--- src/rtl/bneck_pkg.sv ---
// Shared encodings for the bottleneck layer: func commands, sequencer
// states and load-phase lengths derived from regfile address widths.
package bneck_pkg;

    localparam logic [1:0] FUNC_IDLE      = 2'b00;
    localparam logic [1:0] FUNC_LOAD_WGHT = 2'b01;
    localparam logic [1:0] FUNC_LOAD_IACT = 2'b10;
    localparam logic [1:0] FUNC_COMPUTE   = 2'b11;

    typedef enum logic [2:0] {
        ST_IDLE,
        ST_LD_W,
        ST_WAIT_I,
        ST_LD_I,
        ST_COMP,
        ST_DRAIN,
        ST_DONE
    } seq_state_e;

    localparam int DEF_WEIGHTS_ADDR_BITWIDTH = 4;
    localparam int DEF_IACTS_ADDR_BITWIDTH   = 4;
    localparam int DEF_COMPUTE_CYC           = 4;
    localparam int DEF_COUNT_BITWIDTH        = 16;

    // A load phase streams one regfile entry per cycle.
    function automatic int load_cyc(input int addr_bits);
        return 1 << addr_bits;
    endfunction

    function automatic int max3(input int a, input int b, input int c);
        int m;
        m = (a > b) ? a : b;
        return (m > c) ? m : c;
    endfunction

    localparam int WGHT_LOAD_CYC = load_cyc(DEF_WEIGHTS_ADDR_BITWIDTH);
    localparam int IACT_LOAD_CYC = load_cyc(DEF_IACTS_ADDR_BITWIDTH);

endpackage

--- src/rtl/bneck_phase_cnt.sv ---
// Phase length counter: load with length-1, count down, tc at zero.
// Clear has priority so an aborted phase leaves the counter at zero.
module bneck_phase_cnt #(
    parameter int WIDTH = 4
) (
    input  logic             clk,
    input  logic             rstN,
    input  logic             clr_i,
    input  logic             load_i,
    input  logic [WIDTH-1:0] val_i,
    input  logic             dec_i,
    output logic             tc_o
);

    logic [WIDTH-1:0] cnt_q;
    logic [WIDTH-1:0] cnt_d;

    always_comb begin
        cnt_d = cnt_q;
        if (clr_i) begin
            cnt_d = '0;
        end else if (load_i) begin
            cnt_d = val_i;
        end else if (dec_i && (cnt_q != '0)) begin
            cnt_d = cnt_q - WIDTH'(1);
        end
    end

    always_ff @(posedge clk or negedge rstN) begin
        if (!rstN) begin
            cnt_q <= '0;
        end else begin
            cnt_q <= cnt_d;
        end
    end

    assign tc_o = (cnt_q == '0);

endmodule

--- src/rtl/bneck_layer_sequencer.sv ---
// Phase sequencer for the bottleneck layer (weights, iacts, compute, drain).
// Define BNECK_SEQ_PERF_EN to add the perf_stall_cnt output.
module bneck_layer_sequencer
    import bneck_pkg::*;
#(
    parameter int WEIGHTS_ADDR_BITWIDTH = DEF_WEIGHTS_ADDR_BITWIDTH,
    parameter int IACTS_ADDR_BITWIDTH   = DEF_IACTS_ADDR_BITWIDTH,
    parameter int COMPUTE_CYC           = DEF_COMPUTE_CYC,
    parameter int COUNT_BITWIDTH        = DEF_COUNT_BITWIDTH
) (
    input  logic                      clk,
    input  logic                      rstN,
    input  logic                      start,
    input  logic                      abort,
    input  logic [COUNT_BITWIDTH-1:0] cfg_num_vec,
    input  logic                      cfg_reload_w,
    input  logic                      iact_valid,
    output logic                      iact_ready,
    output logic [1:0]                func,
    output logic                      oacts_valid,
    input  logic                      oacts_ready,
    output logic                      busy,
    output logic                      done,
    output logic [COUNT_BITWIDTH-1:0] vec_cnt
`ifdef BNECK_SEQ_PERF_EN
    ,
    output logic [31:0]               perf_stall_cnt
`endif
);

    localparam int W_CYC   = load_cyc(WEIGHTS_ADDR_BITWIDTH);
    localparam int I_CYC   = load_cyc(IACTS_ADDR_BITWIDTH);
    localparam int PH_MAX  = max3(W_CYC, I_CYC, COMPUTE_CYC);
    localparam int PH_BITS = (PH_MAX > 1) ? $clog2(PH_MAX) : 1;

    seq_state_e                state_q;
    logic [1:0]                func_q;
    logic                      iact_ready_q;
    logic                      oacts_valid_q;
    logic                      busy_q;
    logic                      done_q;
    logic                      wght_valid_q;
    logic [COUNT_BITWIDTH-1:0] num_vec_q;
    logic [COUNT_BITWIDTH-1:0] vec_cnt_q;

    logic               ph_clr;
    logic               ph_load;
    logic [PH_BITS-1:0] ph_val;
    logic               ph_dec;
    logic               ph_tc;

    logic                      abort_act;
    logic                      start_go;
    logic                      need_w;
    logic                      iact_hs;
    logic                      oacts_hs;
    logic [COUNT_BITWIDTH-1:0] vec_inc;
    logic                      last_vec;

    assign abort_act = abort && (state_q != ST_IDLE);
    assign start_go  = start && !abort && (state_q == ST_IDLE);
    assign need_w    = cfg_reload_w || !wght_valid_q;
    assign iact_hs   = iact_valid && iact_ready_q;
    assign oacts_hs  = oacts_valid_q && oacts_ready;
    assign vec_inc   = vec_cnt_q + COUNT_BITWIDTH'(1);
    assign last_vec  = (vec_inc == num_vec_q);

    // Counter is loaded on entry to each timed phase.
    always_comb begin
        ph_clr  = 1'b0;
        ph_load = 1'b0;
        ph_val  = '0;
        ph_dec  = 1'b0;
        if (abort_act) begin
            ph_clr = 1'b1;
        end else begin
            unique case (state_q)
                ST_IDLE: begin
                    if (start_go && (cfg_num_vec != '0) && need_w) begin
                        ph_load = 1'b1;
                        ph_val  = PH_BITS'(W_CYC - 1);
                    end
                end
                ST_WAIT_I: begin
                    if (iact_hs) begin
                        ph_load = 1'b1;
                        ph_val  = PH_BITS'(I_CYC - 1);
                    end
                end
                ST_LD_I: begin
                    if (ph_tc) begin
                        ph_load = 1'b1;
                        ph_val  = PH_BITS'(COMPUTE_CYC - 1);
                    end else begin
                        ph_dec = 1'b1;
                    end
                end
                ST_LD_W, ST_COMP: ph_dec = 1'b1;
                default: ;
            endcase
        end
    end

    bneck_phase_cnt #(
        .WIDTH (PH_BITS)
    ) u_phase_cnt (
        .clk    (clk),
        .rstN   (rstN),
        .clr_i  (ph_clr),
        .load_i (ph_load),
        .val_i  (ph_val),
        .dec_i  (ph_dec),
        .tc_o   (ph_tc)
    );

    always_ff @(posedge clk or negedge rstN) begin
        if (!rstN) begin
            state_q       <= ST_IDLE;
            func_q        <= FUNC_IDLE;
            iact_ready_q  <= 1'b0;
            oacts_valid_q <= 1'b0;
            busy_q        <= 1'b0;
            done_q        <= 1'b0;
            wght_valid_q  <= 1'b0;
            num_vec_q     <= '0;
            vec_cnt_q     <= '0;
        end else begin
            done_q <= 1'b0;
            if (abort_act) begin
                state_q       <= ST_IDLE;
                func_q        <= FUNC_IDLE;
                iact_ready_q  <= 1'b0;
                oacts_valid_q <= 1'b0;
                busy_q        <= 1'b0;
                if (state_q == ST_LD_W) begin
                    wght_valid_q <= 1'b0;
                end
            end else begin
                unique case (state_q)
                    ST_IDLE: begin
                        if (start_go) begin
                            num_vec_q <= cfg_num_vec;
                            vec_cnt_q <= '0;
                            busy_q    <= 1'b1;
                            if (cfg_num_vec == '0) begin
                                state_q <= ST_DONE;
                                done_q  <= 1'b1;
                            end else if (need_w) begin
                                state_q <= ST_LD_W;
                                func_q  <= FUNC_LOAD_WGHT;
                            end else begin
                                state_q      <= ST_WAIT_I;
                                iact_ready_q <= 1'b1;
                            end
                        end
                    end
                    ST_LD_W: begin
                        if (ph_tc) begin
                            wght_valid_q <= 1'b1;
                            state_q      <= ST_WAIT_I;
                            func_q       <= FUNC_IDLE;
                            iact_ready_q <= 1'b1;
                        end
                    end
                    ST_WAIT_I: begin
                        if (iact_hs) begin
                            state_q      <= ST_LD_I;
                            func_q       <= FUNC_LOAD_IACT;
                            iact_ready_q <= 1'b0;
                        end
                    end
                    ST_LD_I: begin
                        if (ph_tc) begin
                            state_q <= ST_COMP;
                            func_q  <= FUNC_COMPUTE;
                        end
                    end
                    ST_COMP: begin
                        if (ph_tc) begin
                            state_q       <= ST_DRAIN;
                            func_q        <= FUNC_IDLE;
                            oacts_valid_q <= 1'b1;
                        end
                    end
                    ST_DRAIN: begin
                        if (oacts_hs) begin
                            oacts_valid_q <= 1'b0;
                            vec_cnt_q     <= vec_inc;
                            if (last_vec) begin
                                state_q <= ST_DONE;
                                done_q  <= 1'b1;
                            end else begin
                                state_q      <= ST_WAIT_I;
                                iact_ready_q <= 1'b1;
                            end
                        end
                    end
                    ST_DONE: begin
                        state_q <= ST_IDLE;
                        busy_q  <= 1'b0;
                    end
                    default: state_q <= ST_IDLE;
                endcase
            end
        end
    end

    assign func        = func_q;
    assign iact_ready  = iact_ready_q;
    assign oacts_valid = oacts_valid_q;
    assign busy        = busy_q;
    assign done        = done_q;
    assign vec_cnt     = vec_cnt_q;

`ifdef BNECK_SEQ_PERF_EN
    logic [31:0] perf_q;
    logic        stall;

    assign stall = busy_q &&
                   (((state_q == ST_WAIT_I) && !iact_valid) ||
                    ((state_q == ST_DRAIN) && !oacts_ready));

    always_ff @(posedge clk or negedge rstN) begin
        if (!rstN) begin
            perf_q <= '0;
        end else if (start_go) begin
            perf_q <= '0;
        end else if (stall && (perf_q != '1)) begin
            perf_q <= perf_q + 32'd1;
        end
    end

    assign perf_stall_cnt = perf_q;
`endif

endmodule

--- config.mk ---
export PLATFORM = sky130hd
export DESIGN_NAME = bneck_layer_sequencer
export DESIGN_NICKNAME = d
export VERILOG_FILES = /design/src/rtl/bneck_pkg.sv /design/src/rtl/bneck_phase_cnt.sv /design/src/rtl/bneck_layer_sequencer.sv
export SDC_FILE = /design/constraint.sdc
export NUM_CORES = 1
export LEC_CHECK = 0
export CELL_PAD_IN_SITES_DETAIL_PLACEMENT = 1
export CELL_PAD_IN_SITES_GLOBAL_PLACEMENT = 1
export CORE_ASPECT_RATIO = 1.4
export CORE_MARGIN = 4
export CORE_UTILIZATION = 35
export CTS_BUF_LIST = sky130_fd_sc_hd__clkbuf_8
export DETAILED_ROUTE_END_ITERATION = 10
export PLACE_DENSITY = 0.68
export SYNTH_ARGS = -nofsm -noshare
export SYNTH_HDL_FRONTEND = slang
export SYNTH_HIERARCHICAL = 1
export SYNTH_SLANG_ARGS = --single-unit
--- constraint.sdc ---
create_clock -name clk -period 3.9 [get_ports clk]
set_input_delay 0.39 -clock clk [delete_from_list [all_inputs] [get_ports clk]]
set_output_delay 0.39 -clock clk [all_outputs]
set_load 0.01 [all_outputs]
; Word level (Yosys, flattened, before mapping)
; Index checks and enable logic that the tools add are counted.
[classes]
bitwise_logic = 1
n_mux = 63
add_sub_neg = 2
n_reduce_logical = 33
n_eq_ne = 20
[op_table]
columns = cell, n
row1 = $mux W16, 2
row2 = $pmux W16 S2, 1
row3 = $ne A3 B3 Y1 const B, 10
row4 = $mux W1, 27
row5 = $mux W3, 9
row6 = $mux W4, 6
row7 = $mux W2, 9
row8 = $pmux W3 S6, 1
row9 = $add A16 B1 Y16 const B, 1
row10 = $eq A16 B16 Y1, 1
row11 = $logic_not A16 Y1, 1
row12 = $reduce_bool A16 Y1, 1
row13 = $pmux W4 S3, 1
row14 = $reduce_bool A3 Y1, 4
row15 = $reduce_bool A5 Y1, 2
row16 = $eq A3 B3 Y1 const B, 3
row17 = $logic_and A1 B1 Y1, 8
row18 = $pmux W1 S2, 4
row19 = $pmux W2 S4, 1
row20 = $reduce_and A8 Y1, 1
row21 = $reduce_and A7 Y1, 1
row22 = $eq A3 B2 Y1 const B, 2
row23 = $reduce_and A3 Y1, 2
row24 = $reduce_and A6 Y1, 1
row25 = other kinds (16), 20
[totals]
elab_cells = 129
input_bits = 23
reg_bits = 46

; Logic depth before layout (Yosys ltp)
; Gate-level depths: netlist of the first run.
[logic_depth]
ltp_word = 10
ltp_mapped = 11

; Cells and area by module
; Netlist of the first run, hierarchy kept.
[by_module_without_submodules]
columns = mod, area_per_inst_um2, instances, cells_each, seq_area_each_um2
row1 = bneck_layer_sequencer, 2936.6, 1, 372, 1051.0
row2 = bneck_phase_cnt, 292.8, 1, 31, 100.1

; Worst setup path after synthesis of the first run
; Ideal clock, no wire load.
[synth_path]
kind = input port to flip-flop
startpoint = in abort
endpoint = reg u_phase_cnt.cnt_q[1]
t_arrival_ps = 2345
t_required_ps = 3773
stages = 10
setup_slack_ps = 1428
cell_sequence = clkbuf_1 > nor2b_1 > and2_1 > clkbuf_1 > nand2_1 > a22oi_1 > a21oi_1 > nor2_1 > nor3_1 > a311o_2
[synth_between]
elab_chain_cells = 10
word_cells_on_any_way = 18
[synth_lines]
columns = element, line_no
row1 = "start, declared", bneck_layer_sequencer.sv:14  ; input logic abort,
row2 = $logic_not A1 Y1, bneck_layer_sequencer.sv:61  ; assign start_go = start && !abort && (state_q == ST_IDLE);
row3 = $logic_and A1 B1 Y1 (2 in a row), bneck_layer_sequencer.sv:61
row4 = $logic_and A1 B1 Y1 (2 in a row), bneck_layer_sequencer.sv:79  ; if (start_go && (cfg_num_vec != '0) && need_w) begin
row5 = $mux W1, bneck_layer_sequencer.sv:79
row6 = $pmux W1 S3, bneck_layer_sequencer.sv:77  ; unique case (state_q)
row7 = $mux W1 (*), bneck_layer_sequencer.sv:74  ; if (abort_act) begin
row8 = via ph_load, bneck_layer_sequencer.sv:47  ; logic ph_load;
row9 = $mux W4, bneck_phase_cnt.sv:22  ; end else if (load_i) begin
row10 = $mux W4, bneck_phase_cnt.sv:20  ; if (clr_i) begin
row11 = "end signal, assigned", bneck_phase_cnt.sv:33  ; cnt_q <= cnt_d;
row12 = "end, declared", bneck_phase_cnt.sv:15  ; logic [WIDTH-1:0] cnt_q;
; Mark *: on every way through the listed nets, which the timed path passes. The rest lies on a longest branch.
; A chain may end at the register's enable or synchronous reset.

; Worst setup path after layout of the first run
[layout_path]
startpoint = in cfg_num_vec[10]
endpoint = reg u_phase_cnt.cnt_q[1]
[layout_between]
elab_chain_cells = 8
word_cells_on_any_way = 12
[layout_lines]
columns = element, line_no
row1 = "start, declared", bneck_layer_sequencer.sv:15  ; input logic [COUNT_BITWIDTH-1:0] cfg_num_vec,
row2 = $reduce_bool A16 Y1 (*), bneck_layer_sequencer.sv:79
row3 = $logic_and A1 B1 Y1 (*) (2 in a row), bneck_layer_sequencer.sv:79
row4 = $mux W1 (*), bneck_layer_sequencer.sv:79
row5 = $pmux W1 S3 (*), bneck_layer_sequencer.sv:77
row6 = $mux W1 (*), bneck_layer_sequencer.sv:74
row7 = via ph_load, bneck_layer_sequencer.sv:47
row8 = $mux W4, bneck_phase_cnt.sv:22
row9 = $mux W4, bneck_phase_cnt.sv:20
; Marked as above.

==> key figures, run 1 <==
Clock network
  – CTS max path bufs: 2
  – CTS sink count: 46
  – Worst-Skew Late Latency: 0.31 ns
  – Root Buffer: clkbuf_8
  – Clock transition at path regs: approximately 0.090 ns
  – H-tree depth: 2
  – Post CTS Setup Buffer Count: 0
  – Total CTS buffers: 5
  – CTS tree: done

Cells and area
  – Layout Nets: 461
  – Area delta synth->final: 18.7%
  – N_diodes: 0
  – Design Area, Final: around 3800 µm²
  – Layout cells sized above 1: 0.0642
  – Post-layout util: 0.424
  – Fillers: roughly 1,100
  – Non-Filler Instances: around 540

Drt
  – Wire per inst: 18.5 µm
  – DRT iter0 DRCs: approximately 110
  – Vias: 3,123
  – 1st-pass router iterations: 4
  – Final wirelength: 10,100 µm
  – Detailed-route vias per instance: between 5 and 6
  – Post-route DRC: 0
  – Antenna viol nets, final: 0

Pwr
  – Reg power frac: 0.374
  – Power share of the combinational group: 0.478
  – Switching part of the total: 0.442
  – Part of the power in the clock network: 0.148
  – Internal power: 1.18 mW
  – PwrDens: 551 nW/µm²
  – Worst VDD drop: ~0.00031 V
  – Total leakage power: 1.56 nW
  – Switching power: 0.934 mW

Synthesis
  – Post-Syn Nets: 429
  – Yosys top cell area share: 0.356
  – Async SR Flop Fraction: 1.00
  – Cell accounting for the most synthesized area: dfrtp_1
  – Synth Register Bits: 46
  – Register area share after synthesis: 0.356
  – Post-synthesis cell type count: 61
  – Top-count cell post-synth: nand2_1
  – Yosys warns: 6
  – Syn avg cell area: 8.01 µm²
  – Synth top area cells: dfrtp_1 36%, nand2_1 8.6%, o21ai_0 5.1%
  – Main synth FF type: dfrtp_1
  – Commonest cells post-synth: 74 x nand2_1, 46 x dfrtp_1, 40 x nor2_1
  – Post-synth EDFFs: 0
  – Post-Synthesis Cell Area: 3230 µm²
  – Synthesized instance count: 403

Floorplanning
  – Initial Util: 0.358
  – Total core area: approximately 9000 µm²
  – IO Count: 45
  – Die height: about 120 µm
  – FP Rows: 41
  – Full die area: 10,800 µm²
  – Chip width: 89.2 µm

Placement
  – Pre-CTS setup slack: around 0.65 ns
  – HPWL Detailed: about 8000 µm
  – Input/output buffers: 44
  – Placed cell areas: between 3000 and 4000 µm²
  – Placed Instances: 534
  – RD Place Congestion: 0.878

Critical path
  – WS Path Type: in2reg
  – Worst setup EP type: flop
  – Startpoint Class: input port
  – Largest stage delay, worst path: 0.58 ns
  – Crit Path Max Fanout: 7
  – CP Cell Sequence: clkdlybuf4s50_1, nor4_1, a41oi_1, nand2_1, a22oi_1, a21oi_1, nor2_1, inv_1, nor3b_1, a311o_2
  – Crit path max-delay family: compound AO/OA/AOI/OAI gates
  – WP buf/inv: 2
  – Crit-path slowest cell: nor4_1
  – Critical path required time: roughly 4.1 ns
  – Critical path arrival: 3.03 ns

STA
  – Fin crit period: 2.83 ns
  – Final Setup Violations: 0
  – Slew headroom: 0.599
  – Slew Limit Fails: 0
  – Peak Freq: 0.354 GHz
  – Unrepaired setup endpoints after global routing: no
  – Worst slew pin tran: between 0.5 and 0.6 ns
  – Setup WS post-layout: approximately 1.1 ns
  – Post-route clock period utilization: 0.725
  – Worst Skew: 0.00713 ns
  – Final setup TNS: 0 ns
  – Fin. Hold Viols: 0

Hold path
  – HP Class: in2async

Global route
  – Largest net degree at the start of global routing: 35
  – Gr ovfl total: 0
  – Initial antenna violation count: 0
  – Vias in the first global route: around 3,300
  – First-pass GRT wire length: 16,700 µm
  – GRT Total Usage: 0.197

Job
  – Maxcap violations: 0

Status
  – Outcome: completed
-- flip-flops by register name (all words and copies together) (netlist names) --
signal / count
iact_ready: 1
state_q: 3
vec_cnt: 16
num_vec_q: 16
oacts_valid: 1
wght_valid_q: 1
busy: 1
func: 2
done: 1
u_phase_cnt/cnt_q: 4
-- worst register-to-register path: stages, from the launching register on --
cell and delay [ns]:
dfrtp_1 0.36, inv_1 0.09, ha_1 0.21, or3b_1 0.34, inv_1 0.21, a21oi_1 0.20
a21oi_1 0.07, nor2_1 0.45, nor4b_1 0.38, mux2i_1 0.13, a211oi_1 0.23
-- per-stage QoR --
step,hold WS (ns),power (mW)
2_1_floorplan,0.0944,1.50
3_3_place_gp,0.303,1.78
3_5_place_dp,0.301,1.81
4_1_cts,0.487,2.14
5_1_grt,0.517,2.30
6_report,0.482,2.11
-- final timing paths --
kind,from,end,slack [ns],depth (start not counted)
setup / recovery,cfg_num_vec[10],u_phase_cnt/cnt_q[1],1.07,10
hold / removal,rstN,vec_cnt[6],0.48,2
setup reg to reg,u_phase_cnt/cnt_q[1],u_phase_cnt/cnt_q[3],1.14,10
hold reg to reg,num_vec_q[4],num_vec_q[4],0.51,2
max in group asynchronous,rstN,num_vec_q[12],2.65,3
min in group clk,num_vec_q[4],num_vec_q[4],0.51,2
-- layout make-up --
cell class | count | area [µm²] | area share
multi-input combinational | 324 | 1940 | 0.507
sequential | 46 | 1150 | 0.300
timing repair buffer | 50 | 483 | 0.126
tap | 107 | 134 | 0.0349
clock buffer | 6 | 82.6 | 0.0215
inverter | 8 | 30.0 | 0.00784
clock inverter | 2 | 8.76 | 0.00229
-- power groups by stage --
stage                     sequential (mW)  combinational (mW)  clock, mW
final                               0.790                1.01      0.313
after global placement              0.792               0.989          0
after global routing                0.813                1.14      0.345
after CTS                           0.788                1.02      0.329
after detailed placement            0.798                1.01          0
after floorplan                     0.710               0.791          0
-- placed cells by master, fill, tap and decap left out, types with 4 or more instances in the layout --
master / count
a21oi_1: 20
and2_1: 4
and3_1: 6
and4_1: 4
buf_4: 5
clkbuf_8: 6
clkdlybuf4s50_1: 43
dfrtp_1: 46
inv_1: 9
nand2_1: 74
nand2b_1: 5
nand3_1: 14
nand4_1: 9
nor2_1: 40
nor2b_1: 4
nor3_1: 10
nor4_1: 8
o21ai_0: 33
o31ai_1: 5
xnor2_1: 16
xor2_1: 5
-- cells by family after synthesis --
kind of cell	synth area share
flip-flops	0.356
multiplexers	0.0128
AO/OA/AOI/OAI	0.185
adder cells (fa/ha/maj)	0.0116
AND/OR/NAND/NOR	0.335
XOR/XNOR	0.0570
buffers and inverters	0.0418
-- what timing repair did --
action / in CTS / in global routing
hold buffers: 1 / 0
endpoints found under the hold margin: 12 / 0
gates resized for setup: 0 / 0
-- per-layer routing --
metal / GRT usage / wire length, µm
met5: 0 / 0
met4: 0.0559 / 174
met3: 0.0271 / 248
met2: 0.368 / 5590
met1: 0.229 / 4060
No activity file was read; power rests on OpenSTA's default activity.
==> run 2, diff against run 1 <==
Clock period 3.9 ns to 2.63 ns, I/O delays scaled along.
==> run 2 against run 1 <==
Against the previous run: non-clock buffer count grew 24; combinational power is 75% higher; largest power group unchanged; first-iteration DRC count is 17% lower; routed wire length increased by 2.9%; sequential cell count did not move.
==> key figures, run 2 (synthesis results as in run 1) <==
Cells and area
  – Layout cells sized above 1: 0.113
  – Post-layout util: 0.446
  – Design Area, Final: 4030 µm²
  – Non-Filler Instances: 567
  – N_diodes: 0
  – Commonest cells after routing, fill and taps aside: 74 x nand2_1, 46 x dfrtp_1, 43 x clkdlybuf4s50_1
  – Fillers: around 1,100
  – Commonest non-fill, non-tap cell in the layout: nand2_1
  – Area delta synth->final: 24.8%
  – Layout Nets: between 400 and 500

Pwr
  – Part of the power in the clock network: 0.155
  – Reg power frac: 0.321
  – Total leakage power: 1.69 nW
  – Switching power: about 1.4 mW
  – Switching part of the total: 0.422
  – PwrDens: 839 nW/µm²
  – Worst VDD drop: 0.000389 V
  – Internal power: 1.95 mW
  – Power share of the combinational group: 0.524

STA
  – Slew headroom: 0.604
  – Final Setup Violations: 0
  – Final setup TNS: 0 ns
  – Slew Limit Fails: 0
  – Post-route clock period utilization: 0.926
  – Worst Skew: 0.0122 ns
  – Fin. Hold Viols: 0
  – Unrepaired setup endpoints after global routing: no
  – Peak Freq: roughly 0.41 GHz
  – Fin crit period: 2.44 ns
  – Worst slew pin tran: 0.588 ns

Drt
  – Final wirelength: slightly above 10,000 µm
  – Antenna viol nets, final: 0
  – 1st-pass router iterations: 4
  – DRT iter0 DRCs: 87
  – Vias: 3,220
  – Wire per inst: 18.3 µm
  – Post-route DRC: 0
  – Detailed-route vias per instance: around 5.7

Floorplanning
  – Initial Util: 0.358
  – FP Rows: 41
  – Full die area: 10,800 µm²
  – Die height: 122 µm
  – Chip width: ~89 µm
  – IO Count: 45
  – Total core area: about 9000 µm²

Critical path
  – WS Path Type: reg2reg
  – Crit path depth: 10
  – RR Startpoint: u_phase_cnt/cnt_q[0]
  – Crit Path Max Fanout: 7
  – Largest stage delay, worst path: about 0.43 ns
  – CP Cell Sequence: inv_1, ha_1, or3b_1, inv_1, a21oi_1, a21oi_1, nor2_1, nor4b_1, mux2i_1, a211oi_1
  – R2R setup slack: ~0.2 ns
  – Critical path arrival: 2.66 ns
  – WP buf/inv: 2
  – CP startpoint: u_phase_cnt/cnt_q[0]
  – Crit-path slowest cell: nor2_1
  – Worst setup EP type: flop
  – Crit path max-delay family: simple AND/OR/NAND/NOR gates
  – Startpoint Class: flop
  – Worst reg2reg path depth: 10
  – Critical path required time: 2.85 ns
  – RR Endpoint: u_phase_cnt/cnt_q[3]

Clock network
  – CTS max path bufs: 2
  – Post CTS Setup Buffer Count: 0
  – Worst-Skew Late Latency: 0.31 ns
  – CTS tree: done
  – Clock transition at path regs: around 0.090 ns
  – Total CTS buffers: 5
  – H-tree depth: 2
  – Root Buffer: clkbuf_8
  – CTS sink count: 46

Job
  – Maxcap violations: 0

Placement
  – HPWL Detailed: 8120 µm
  – Placed cell areas: approximately 4000 µm²
  – RD Place Congestion: 0.857
  – Input/output buffers: 44
  – Placed Instances: 558

Global route
  – Vias in the first global route: 3,279
  – Largest net degree at the start of global routing: 34
  – First-pass GRT wire length: ~17,000 µm
  – Gr ovfl total: 0
  – Initial antenna violation count: 0
  – GRT Total Usage: 0.199

Status
  – Outcome: completed

Hold path
  – HP Class: in2async
run 2: stage by stage:
stage                     hold WS [ns]  setup WS [ns]  total power [mW]
final                            0.372          0.194              3.38
after global routing             0.399        0.00332              3.65
after CTS                        0.375          0.146              3.42
after detailed placement         0.185         0.0608              2.87
after global placement           0.184          0.108              2.82
after floorplan                -0.0326          0.177              2.23
run 2: layout make-up:
class                           instances  area [µm²]  area share
Timing Repair Buffer                   74         663       0.165
Multi-Input combinational cell        324        1950       0.483
Sequential cell                        46        1150       0.286
Clock buffer                            5        68.8      0.0171
Inverter                                8        30.0     0.00745
Clock inverter                          3        37.5     0.00931
Tap cell                              107         134      0.0332
run 2: timing repair:
item / CTS / global route
endpoints found under the hold margin: 13 / 0
hold buffers: 1 / 0
resized for setup: 0 / 1
setup endpoints to repair: 0 / 1
run 2: routing by layer:
layer / global-route usage / wire, µm / up-vias
met3: 0.0250 / 272 / 16
met1: 0.226 / 4270 / 1594
met5: 0 / 0 / -
li1: - / - / 1554
met2: 0.367 / 5570 / 56
met4: 0.0745 / 250 / 0
run 2: how the worst max path moves through the flow:
stage / to / slack, ns
after global routing: u_phase_cnt/cnt_q[3] / 0.003
final: u_phase_cnt/cnt_q[3] / 0.19
after global placement: u_phase_cnt/cnt_q[1] / 0.11
after floorplan: u_phase_cnt/cnt_q[1] / 0.18
after CTS: u_phase_cnt/cnt_q[3] / 0.15
after detailed placement: u_phase_cnt/cnt_q[1] / 0.06
run 2: power groups by stage:
stage | Sequential, mW | Clock [mW] | Combinational, mW
after floorplan | 1.05 | 0 | 1.17
after global placement | 1.09 | 0 | 1.73
after detailed placement | 1.10 | 0 | 1.77
after CTS | 1.09 | 0.545 | 1.79
after global routing | 1.12 | 0.574 | 1.96
final | 1.09 | 0.525 | 1.77
